--- src/rtl/video_timing_gen_if.sv ---
// Raster timing bundle: run/pix_ce control in, sync/de/coordinates/strobes out.
// The fetch_* look-ahead signals exist only when VTG_PREFETCH_EN is defined.
interface video_timing_gen_if #(
   parameter int HPOS_W  = 10,
   parameter int VPOS_W  = 10,
   parameter int FRAME_W = 8
);
   logic               pix_ce;
   logic               run;
   logic               hsync;
   logic               vsync;
   logic               de;
   logic [HPOS_W-1:0]  hpos;
   logic [VPOS_W-1:0]  vpos;
   logic               line_start;
   logic               frame_start;
   logic [FRAME_W-1:0] frame_cnt;
`ifdef VTG_PREFETCH_EN
   logic [HPOS_W-1:0]  fetch_x;
   logic [VPOS_W-1:0]  fetch_y;
   logic               fetch_de;
`endif

   modport master (
      input  pix_ce, run,
      output hsync, vsync, de, hpos, vpos, line_start, frame_start, frame_cnt
`ifdef VTG_PREFETCH_EN
      , output fetch_x, fetch_y, fetch_de
`endif
   );

   modport slave (
      output pix_ce, run,
      input  hsync, vsync, de, hpos, vpos, line_start, frame_start, frame_cnt
`ifdef VTG_PREFETCH_EN
      , input fetch_x, fetch_y, fetch_de
`endif
   );
endinterface

--- src/rtl/video_timing_gen.sv ---
// Parametrised raster generator (hsync/vsync/de/coords, strobes, frame count); VTG_PREFETCH_EN adds one-tick-ahead fetch coords.
// Outputs registered, updated the clk after each pix_ce tick; no backpressure, run=0 parks at the idle position.
module video_timing_gen #(
   parameter int H_DISPLAY  = 640,
   parameter int H_FRONT    = 16,
   parameter int H_SYNC     = 96,
   parameter int H_BACK     = 48,
   parameter int V_DISPLAY  = 480,
   parameter int V_FRONT    = 10,
   parameter int V_SYNC     = 2,
   parameter int V_BACK     = 33,
   parameter bit H_SYNC_NEG = 1'b1,
   parameter bit V_SYNC_NEG = 1'b1,
   parameter int HPOS_W     = 10,
   parameter int VPOS_W     = 10,
   parameter int FRAME_W    = 8
) (
   input logic                clk,
   input logic                reset,
   video_timing_gen_if.master vif
);
   localparam int H_TOTAL = H_DISPLAY + H_FRONT + H_SYNC + H_BACK;
   localparam int V_TOTAL = V_DISPLAY + V_FRONT + V_SYNC + V_BACK;
   localparam int HS_BEG  = H_DISPLAY + H_FRONT;
   localparam int HS_END  = HS_BEG + H_SYNC;
   localparam int VS_BEG  = V_DISPLAY + V_FRONT;
   localparam int VS_END  = VS_BEG + V_SYNC;

   localparam logic [HPOS_W-1:0] H_LAST = HPOS_W'(H_TOTAL - 1);
   localparam logic [VPOS_W-1:0] V_LAST = VPOS_W'(V_TOTAL - 1);

   if ((H_TOTAL - 1) >= (1 << HPOS_W)) begin : g_hpos_chk
      $error("video_timing_gen: HPOS_W too narrow for H_TOTAL-1");
   end
   if ((V_TOTAL - 1) >= (1 << VPOS_W)) begin : g_vpos_chk
      $error("video_timing_gen: VPOS_W too narrow for V_TOTAL-1");
   end

   typedef struct packed {
      logic [HPOS_W-1:0] h;
      logic [VPOS_W-1:0] v;
   } pos_t;

   localparam pos_t IDLE_POS = '{h: H_LAST, v: V_LAST};

   function automatic pos_t advance(input pos_t p);
      pos_t n;
      n.h = (p.h == H_LAST) ? '0 : p.h + HPOS_W'(1);
      n.v = p.v;
      if (p.h == H_LAST) begin
         n.v = (p.v == V_LAST) ? '0 : p.v + VPOS_W'(1);
      end
      return n;
   endfunction

   // Sync polarity is applied by XOR with the active-low flag.
   function automatic logic hs_of(input pos_t p);
      return ((int'(p.h) >= HS_BEG) && (int'(p.h) < HS_END)) ^ H_SYNC_NEG;
   endfunction

   function automatic logic vs_of(input pos_t p);
      return ((int'(p.v) >= VS_BEG) && (int'(p.v) < VS_END)) ^ V_SYNC_NEG;
   endfunction

   function automatic logic de_of(input pos_t p);
      return (int'(p.h) < H_DISPLAY) && (int'(p.v) < V_DISPLAY);
   endfunction

   pos_t               pos_q;
   pos_t               pos_nxt;
   logic               hsync_q;
   logic               vsync_q;
   logic               de_q;
   logic               line_start_q;
   logic               frame_start_q;
   logic [FRAME_W-1:0] frame_cnt_q;

   assign pos_nxt = advance(pos_q);

   // Sync/de are derived from the same position written to pos_q, so they never skew.
   always_ff @(posedge clk) begin
      if (reset || !vif.run) begin
         pos_q         <= IDLE_POS;
         hsync_q       <= hs_of(IDLE_POS);
         vsync_q       <= vs_of(IDLE_POS);
         de_q          <= 1'b0;
         line_start_q  <= 1'b0;
         frame_start_q <= 1'b0;
         if (reset) begin
            frame_cnt_q <= '0;
         end
      end else if (vif.pix_ce) begin
         pos_q         <= pos_nxt;
         hsync_q       <= hs_of(pos_nxt);
         vsync_q       <= vs_of(pos_nxt);
         de_q          <= de_of(pos_nxt);
         line_start_q  <= (pos_nxt.h == '0);
         frame_start_q <= (pos_nxt == '0);
         if (pos_nxt == '0) begin
            frame_cnt_q <= frame_cnt_q + FRAME_W'(1);
         end
      end else begin
         line_start_q  <= 1'b0;
         frame_start_q <= 1'b0;
      end
   end

   assign vif.hpos        = pos_q.h;
   assign vif.vpos        = pos_q.v;
   assign vif.hsync       = hsync_q;
   assign vif.vsync       = vsync_q;
   assign vif.de          = de_q;
   assign vif.line_start  = line_start_q;
   assign vif.frame_start = frame_start_q;
   assign vif.frame_cnt   = frame_cnt_q;

`ifdef VTG_PREFETCH_EN
   pos_t fetch_q;
   logic fetch_de_q;

   // While running and parked between ticks the look-ahead still tracks pos_q, so it lifts out of idle at once.
   always_ff @(posedge clk) begin
      if (reset || !vif.run) begin
         fetch_q    <= '0;
         fetch_de_q <= 1'b0;
      end else if (vif.pix_ce) begin
         fetch_q    <= advance(pos_nxt);
         fetch_de_q <= de_of(advance(pos_nxt));
      end else begin
         fetch_q    <= pos_nxt;
         fetch_de_q <= de_of(pos_nxt);
      end
   end

   assign vif.fetch_x  = fetch_q.h;
   assign vif.fetch_y  = fetch_q.v;
   assign vif.fetch_de = fetch_de_q;
`endif
endmodule
--- src/flat_wrapper.sv ---
// flat-port wrapper written by rule: the top's interface ports become plain ports
module video_timing_gen_flat 
#(
   parameter int H_DISPLAY  = 640,
   parameter int H_FRONT    = 16,
   parameter int H_SYNC     = 96,
   parameter int H_BACK     = 48,
   parameter int V_DISPLAY  = 480,
   parameter int V_FRONT    = 10,
   parameter int V_SYNC     = 2,
   parameter int V_BACK     = 33,
   parameter bit H_SYNC_NEG = 1'b1,
   parameter bit V_SYNC_NEG = 1'b1,
   parameter int HPOS_W     = 10,
   parameter int VPOS_W     = 10,
   parameter int FRAME_W    = 8
)
  (clk, reset, vif_pix_ce, vif_run, vif_hsync, vif_vsync, vif_de, vif_hpos, vif_vpos, vif_line_start, vif_frame_start, vif_frame_cnt);
  video_timing_gen_if #(.HPOS_W(HPOS_W), .VPOS_W(VPOS_W), .FRAME_W(FRAME_W)) vif_i ();
  input logic clk;
  input logic reset;
  input wire logic [$bits(vif_i.pix_ce)-1:0] vif_pix_ce;
  input wire logic [$bits(vif_i.run)-1:0] vif_run;
  output wire logic [$bits(vif_i.hsync)-1:0] vif_hsync;
  output wire logic [$bits(vif_i.vsync)-1:0] vif_vsync;
  output wire logic [$bits(vif_i.de)-1:0] vif_de;
  output wire logic [$bits(vif_i.hpos)-1:0] vif_hpos;
  output wire logic [$bits(vif_i.vpos)-1:0] vif_vpos;
  output wire logic [$bits(vif_i.line_start)-1:0] vif_line_start;
  output wire logic [$bits(vif_i.frame_start)-1:0] vif_frame_start;
  output wire logic [$bits(vif_i.frame_cnt)-1:0] vif_frame_cnt;
  assign vif_i.pix_ce = vif_pix_ce;
  assign vif_i.run = vif_run;
  assign vif_hsync = vif_i.hsync;
  assign vif_vsync = vif_i.vsync;
  assign vif_de = vif_i.de;
  assign vif_hpos = vif_i.hpos;
  assign vif_vpos = vif_i.vpos;
  assign vif_line_start = vif_i.line_start;
  assign vif_frame_start = vif_i.frame_start;
  assign vif_frame_cnt = vif_i.frame_cnt;
  video_timing_gen #(.H_DISPLAY(H_DISPLAY), .H_FRONT(H_FRONT), .H_SYNC(H_SYNC), .H_BACK(H_BACK), .V_DISPLAY(V_DISPLAY), .V_FRONT(V_FRONT), .V_SYNC(V_SYNC), .V_BACK(V_BACK), .H_SYNC_NEG(H_SYNC_NEG), .V_SYNC_NEG(V_SYNC_NEG), .HPOS_W(HPOS_W), .VPOS_W(VPOS_W), .FRAME_W(FRAME_W)) u_core (.clk(clk), .reset(reset), .vif(vif_i));
endmodule
--- config.mk ---
export PLATFORM = sky130hd
export DESIGN_NAME = video_timing_gen_flat
export DESIGN_NICKNAME = d
export VERILOG_FILES = /design/src/rtl/video_timing_gen_if.sv /design/src/rtl/video_timing_gen.sv /design/src/flat_wrapper.sv
export SDC_FILE = /design/constraint.sdc
export NUM_CORES = 1
export LEC_CHECK = 0
export BUFFER_PORTS_ARGS = -buffer_cell sky130_fd_sc_hd__buf_4
export CORE_ASPECT_RATIO = 0.9
export CORE_MARGIN = 1
export CORE_UTILIZATION = 25
export CTS_CLUSTER_SIZE = 20
export DETAILED_ROUTE_END_ITERATION = 16
export GPL_TIMING_DRIVEN = 0
export MAX_ROUTING_LAYER = met4
export SLEW_MARGIN = 40
export SYNTH_ARGS = -nofsm -noshare
export SYNTH_HDL_FRONTEND = slang
export SYNTH_SLANG_ARGS = --single-unit
--- constraint.sdc ---
create_clock -name clk -period 7.15 [get_ports clk]
set_input_delay 1.43 -clock clk [delete_from_list [all_inputs] [get_ports clk]]
set_output_delay 1.43 -clock clk [all_outputs]
set_load 0.02 [all_outputs]
==> run_results.csv <==
group,metric,value,unit
floorplan,num_rows,30,
clock_network,cts_hold_buffers,0,
global_routing,grt_overflow,0,
power,power.leakage,0.9438,nW
sta,clock_skew,8.116,ps
worst_setup_path,critPathSlowestCell,"o21bai_1",
cells_and_area,drive_above_1_share,21.94,%
worst_setup_path,path_max_fanout,9,
synthesis,synth_ff_type,"dfxtp_1",
clock_network,clkTransAtPathRegs,80,ps
floorplan,die_area,8478,µm²
floorplan,die_y,87.45,µm
clock_network,clock-sinks,33,
power,p_total,452.5,µW
worst_hold_path,hp-start,"u_core.vif.de",
detailed_routing,wl,5505,µm
global_routing,antenna_found_initial,0,
floorplan,core,7695,µm²
floorplan,die_w,96.95,µm
floorplan,io_pins,37,
synthesis,syn-instance-count,235,
detailed_routing,drt_iter0_drc,94,
detailed_routing,vias,1901,
synthesis,yosysWarnings,0,
synthesis,ys_seq_area_share,36.52,%
worst_setup_path,r2r_start,"u_core.vif.hpos[0]",
worst_hold_path,min_path_type,"flop to flop",
clock_network,clock_latency,290,ps
cells_and_area,finalNonFillerCells,374,
power,ir_drop,88.69,µV
detailed_routing,drtAntennaViolNets,0,
clock_network,cts_tree,"yes",
sta,setup_viol,0,
global_routing,grt_pass1_wl,9121,µm
detailed_routing,firstDrtPassIters,4,
place,pre_cts_slack,2695,ps
sta,maxSlewViolCount,0,
synthesis,synth-edff-count,8,
run,drv_cap,0,
place,dp.cells,366,
worst_setup_path,cp.arrival,4090,ps
detailed_routing,drc,0,
power,p_per_area,181.2,nW/µm²
sta,worst_pin_slew,745.6,ps
worst_setup_path,crit_required,7080,ps
synthesis,synth_seq_cells,33,
synthesis,ys_async_sr_fraction,0,%
place,dpl.hpwl,3991,µm
synthesis,syn-cell-area,2028,µm²
sta,period_share,58.15,%
synthesis,ys_types,59,
worst_setup_path,path_cells,"clkbuf_1, clkinv_1, or3_1, or4_1, a2111o_1, o21bai_1",
global_routing,grt_usage,13.94,%
clock_network,post_cts_resized,0,
clock_network,cts_buffer_depth,2,
global_routing,grt_pass1_vias,1753,
detailed_routing,routedWlPerCell,14.72,µm
sta,slew_headroom,50.19,%
clock_network,cts_buffers,5,
cells_and_area,fillers,835,
sta,fmax,240.5,MHz
clock_network,cts_root_buf,"clkbuf_8",
sta,finalCriticalPeriod,4158,ps
cells_and_area,areaGrowthSynthToFinish,23.13,%
cells_and_area,nets,286,
sta,finalHoldViolations,0,
clock_network,post-cts-setup-buffers,0,
worst_setup_path,cp-start-kind,"primary input",
worst_setup_path,end_kind,"flop",
worst_setup_path,critPathMaxStageDelay,620,ps
worst_setup_path,cp-startpoint,"vif_pix_ce",
sta,rsz0062_at_grt,"no",
detailed_routing,avgViaCountPerCell,5.083,
place,portBuffers,35,
sta,tns,0,ps
cells_and_area,diodes,0,
floorplan,start_util,26.36,%
synthesis,synth_fp_nets,244,
sta,setup_slack,2992,ps
worst_setup_path,cp_top_family,"compound AO/OA/AOI/OAI gates",
place,place_congestion,0.8880,
synthesis,avgSynthCellArea,8.631,µm²
worst_setup_path,path_buf_inv,2,
run_status,status,"complete, no violations",
worst_setup_path,path_class,"primary input to flop",
global_routing,grt_max_degree,12,
clock_network,cts-htree-levels,2,
==> state kept, by name, summed over array words and instances, names as in the netlist <==
name and flops:
u_core.vif.line_start 1, u_core.vif.hsync 1, u_core.vif.vpos 10, u_core.vif.frame_cnt 8
u_core.vif.hpos 10, u_core.vif.vsync 1, u_core.vif.frame_start 1, u_core.vif.de 1
==> Yosys cell counts (6+ instances only) <==
| library cell | count | share of area, % |
|---|---|---|
| a21oi_1 | 12 | 3.0 |
| and3_1 | 8 | 2.5 |
| clkbuf_1 | 9 | 1.7 |
| dfxtp_1 | 25 | 25 |
| edfxtp_1 | 8 | 12 |
| inv_1 | 6 | 1.1 |
| nand2_1 | 19 | 3.5 |
| nand3_1 | 12 | 3.0 |
| nor2_1 | 28 | 5.2 |
| o21ai_0 | 11 | 2.7 |
| xnor2_1 | 8 | 3.5 |
| xor2_1 | 10 | 4.3 |
==> area by class of cell <==
class | instances | area, µm² | area share, %
Sequential cell | 33 | 740.7 | 29.66
Inverter | 7 | 26.28 | 1.052
Clock inverter | 3 | 17.52 | 0.7014
Buffer | 14 | 78.83 | 3.156
Tap cell | 96 | 120.1 | 4.810
Multi-Input combinational cell | 181 | 1182 | 47.34
Clock buffer | 5 | 68.82 | 2.756
Timing Repair Buffer | 35 | 262.8 | 10.52
==> tightest hold or removal path: stages (launching register included) <==
cell	delay, ps
dfxtp_1	320
nand2_1	60
a21oi_1	50
==> per-stage QoR <==
| step | hold slack (ps) | utilization (%) | area, µm² |
|---|---|---|---|
| finish | 474.4 | 32.46 | 2497 |
| global route | 511.1 | 32.46 | 2497 |
| CTS | 478.6 | 32.46 | 2497 |
| detailed placement | 466.9 | 31.33 | 2411 |
| global placement | 456.7 | 31.33 | 2411 |
| floorplan | 541.0 | - | 2028 |
==> routing by layer <==
layer / GRT usage [%] / part of all wire (%)
met4: 5.020 / 1.8
met2: 20.81 / 42
met1: 18.63 / 51
met5: - / 0
met3: 2.889 / 4.6
==> where the power goes <==
| part | internal, mW | switching, mW | total [mW] |
|---|---|---|---|
| Combinational | 0.0405 | 0.0622 | 0.103 |
| Sequential | 0.198 | 0.00885 | 0.207 |
| Clock | 0.0672 | 0.0757 | 0.143 |
==> kinds of logic (layout without fill, tap and decap cells) <==
logic type | count (synthesis) | count (layout) | synth area share (%)
multiplexers | 3 | 3 | 1.789
buffers and inverters | 21 | 64 | 5.181
adder cells (fa/ha/maj) | 5 | 5 | 3.085
flip-flops | 33 | 33 | 36.52
AND/OR/NAND/NOR | 103 | 103 | 27.14
XOR/XNOR | 18 | 18 | 7.773
AO/OA/AOI/OAI | 52 | 52 | 18.51
==> layout by cell type (no fill, tap or decap), drive strengths merged, types with 2 or more instances in the layout <==
| master | synthesis | layout |
|---|---|---|
| nor4 | 5 | 5 |
| a31oi | 3 | 3 |
| o21ai | 11 | 11 |
| and3 | 9 | 9 |
| a211o | 2 | 2 |
| a21oi | 12 | 12 |
| and2 | 3 | 3 |
| a21bo | 2 | 2 |
| nand3 | 12 | 12 |
| ha | 5 | 5 |
| xor2 | 10 | 10 |
| or3 | 3 | 3 |
| edfxtp | 8 | 8 |
| nand4 | 6 | 6 |
| nor2 | 28 | 28 |
| a2111oi | 2 | 2 |
| nand2 | 19 | 19 |
| buf | 3 | 38 |
| or4 | 3 | 3 |
| clkbuf | 11 | 16 |
| mux2 | 2 | 2 |
| nor4bb | 2 | 2 |
| xnor2 | 8 | 8 |
| o221ai | 3 | 3 |
| clkinv | 1 | 3 |
| dfxtp | 25 | 25 |
| inv | 6 | 6 |
| o211ai | 5 | 5 |
| nor3 | 5 | 5 |
==> final timing paths <==
| path | to | slack [ps] | depth (start not counted) |
|---|---|---|---|
| worst min register to register | u_core.vif.de | 470 | 2 |
| worst max-delay path | u_core.vif.frame_cnt[2] | 2990 | 6 |
| worst min-delay path | u_core.vif.de | 470 | 2 |
| worst max register to register | u_core.vif.frame_cnt[2] | 3580 | 9 |
No activity file was read; power rests on OpenSTA's default activity.
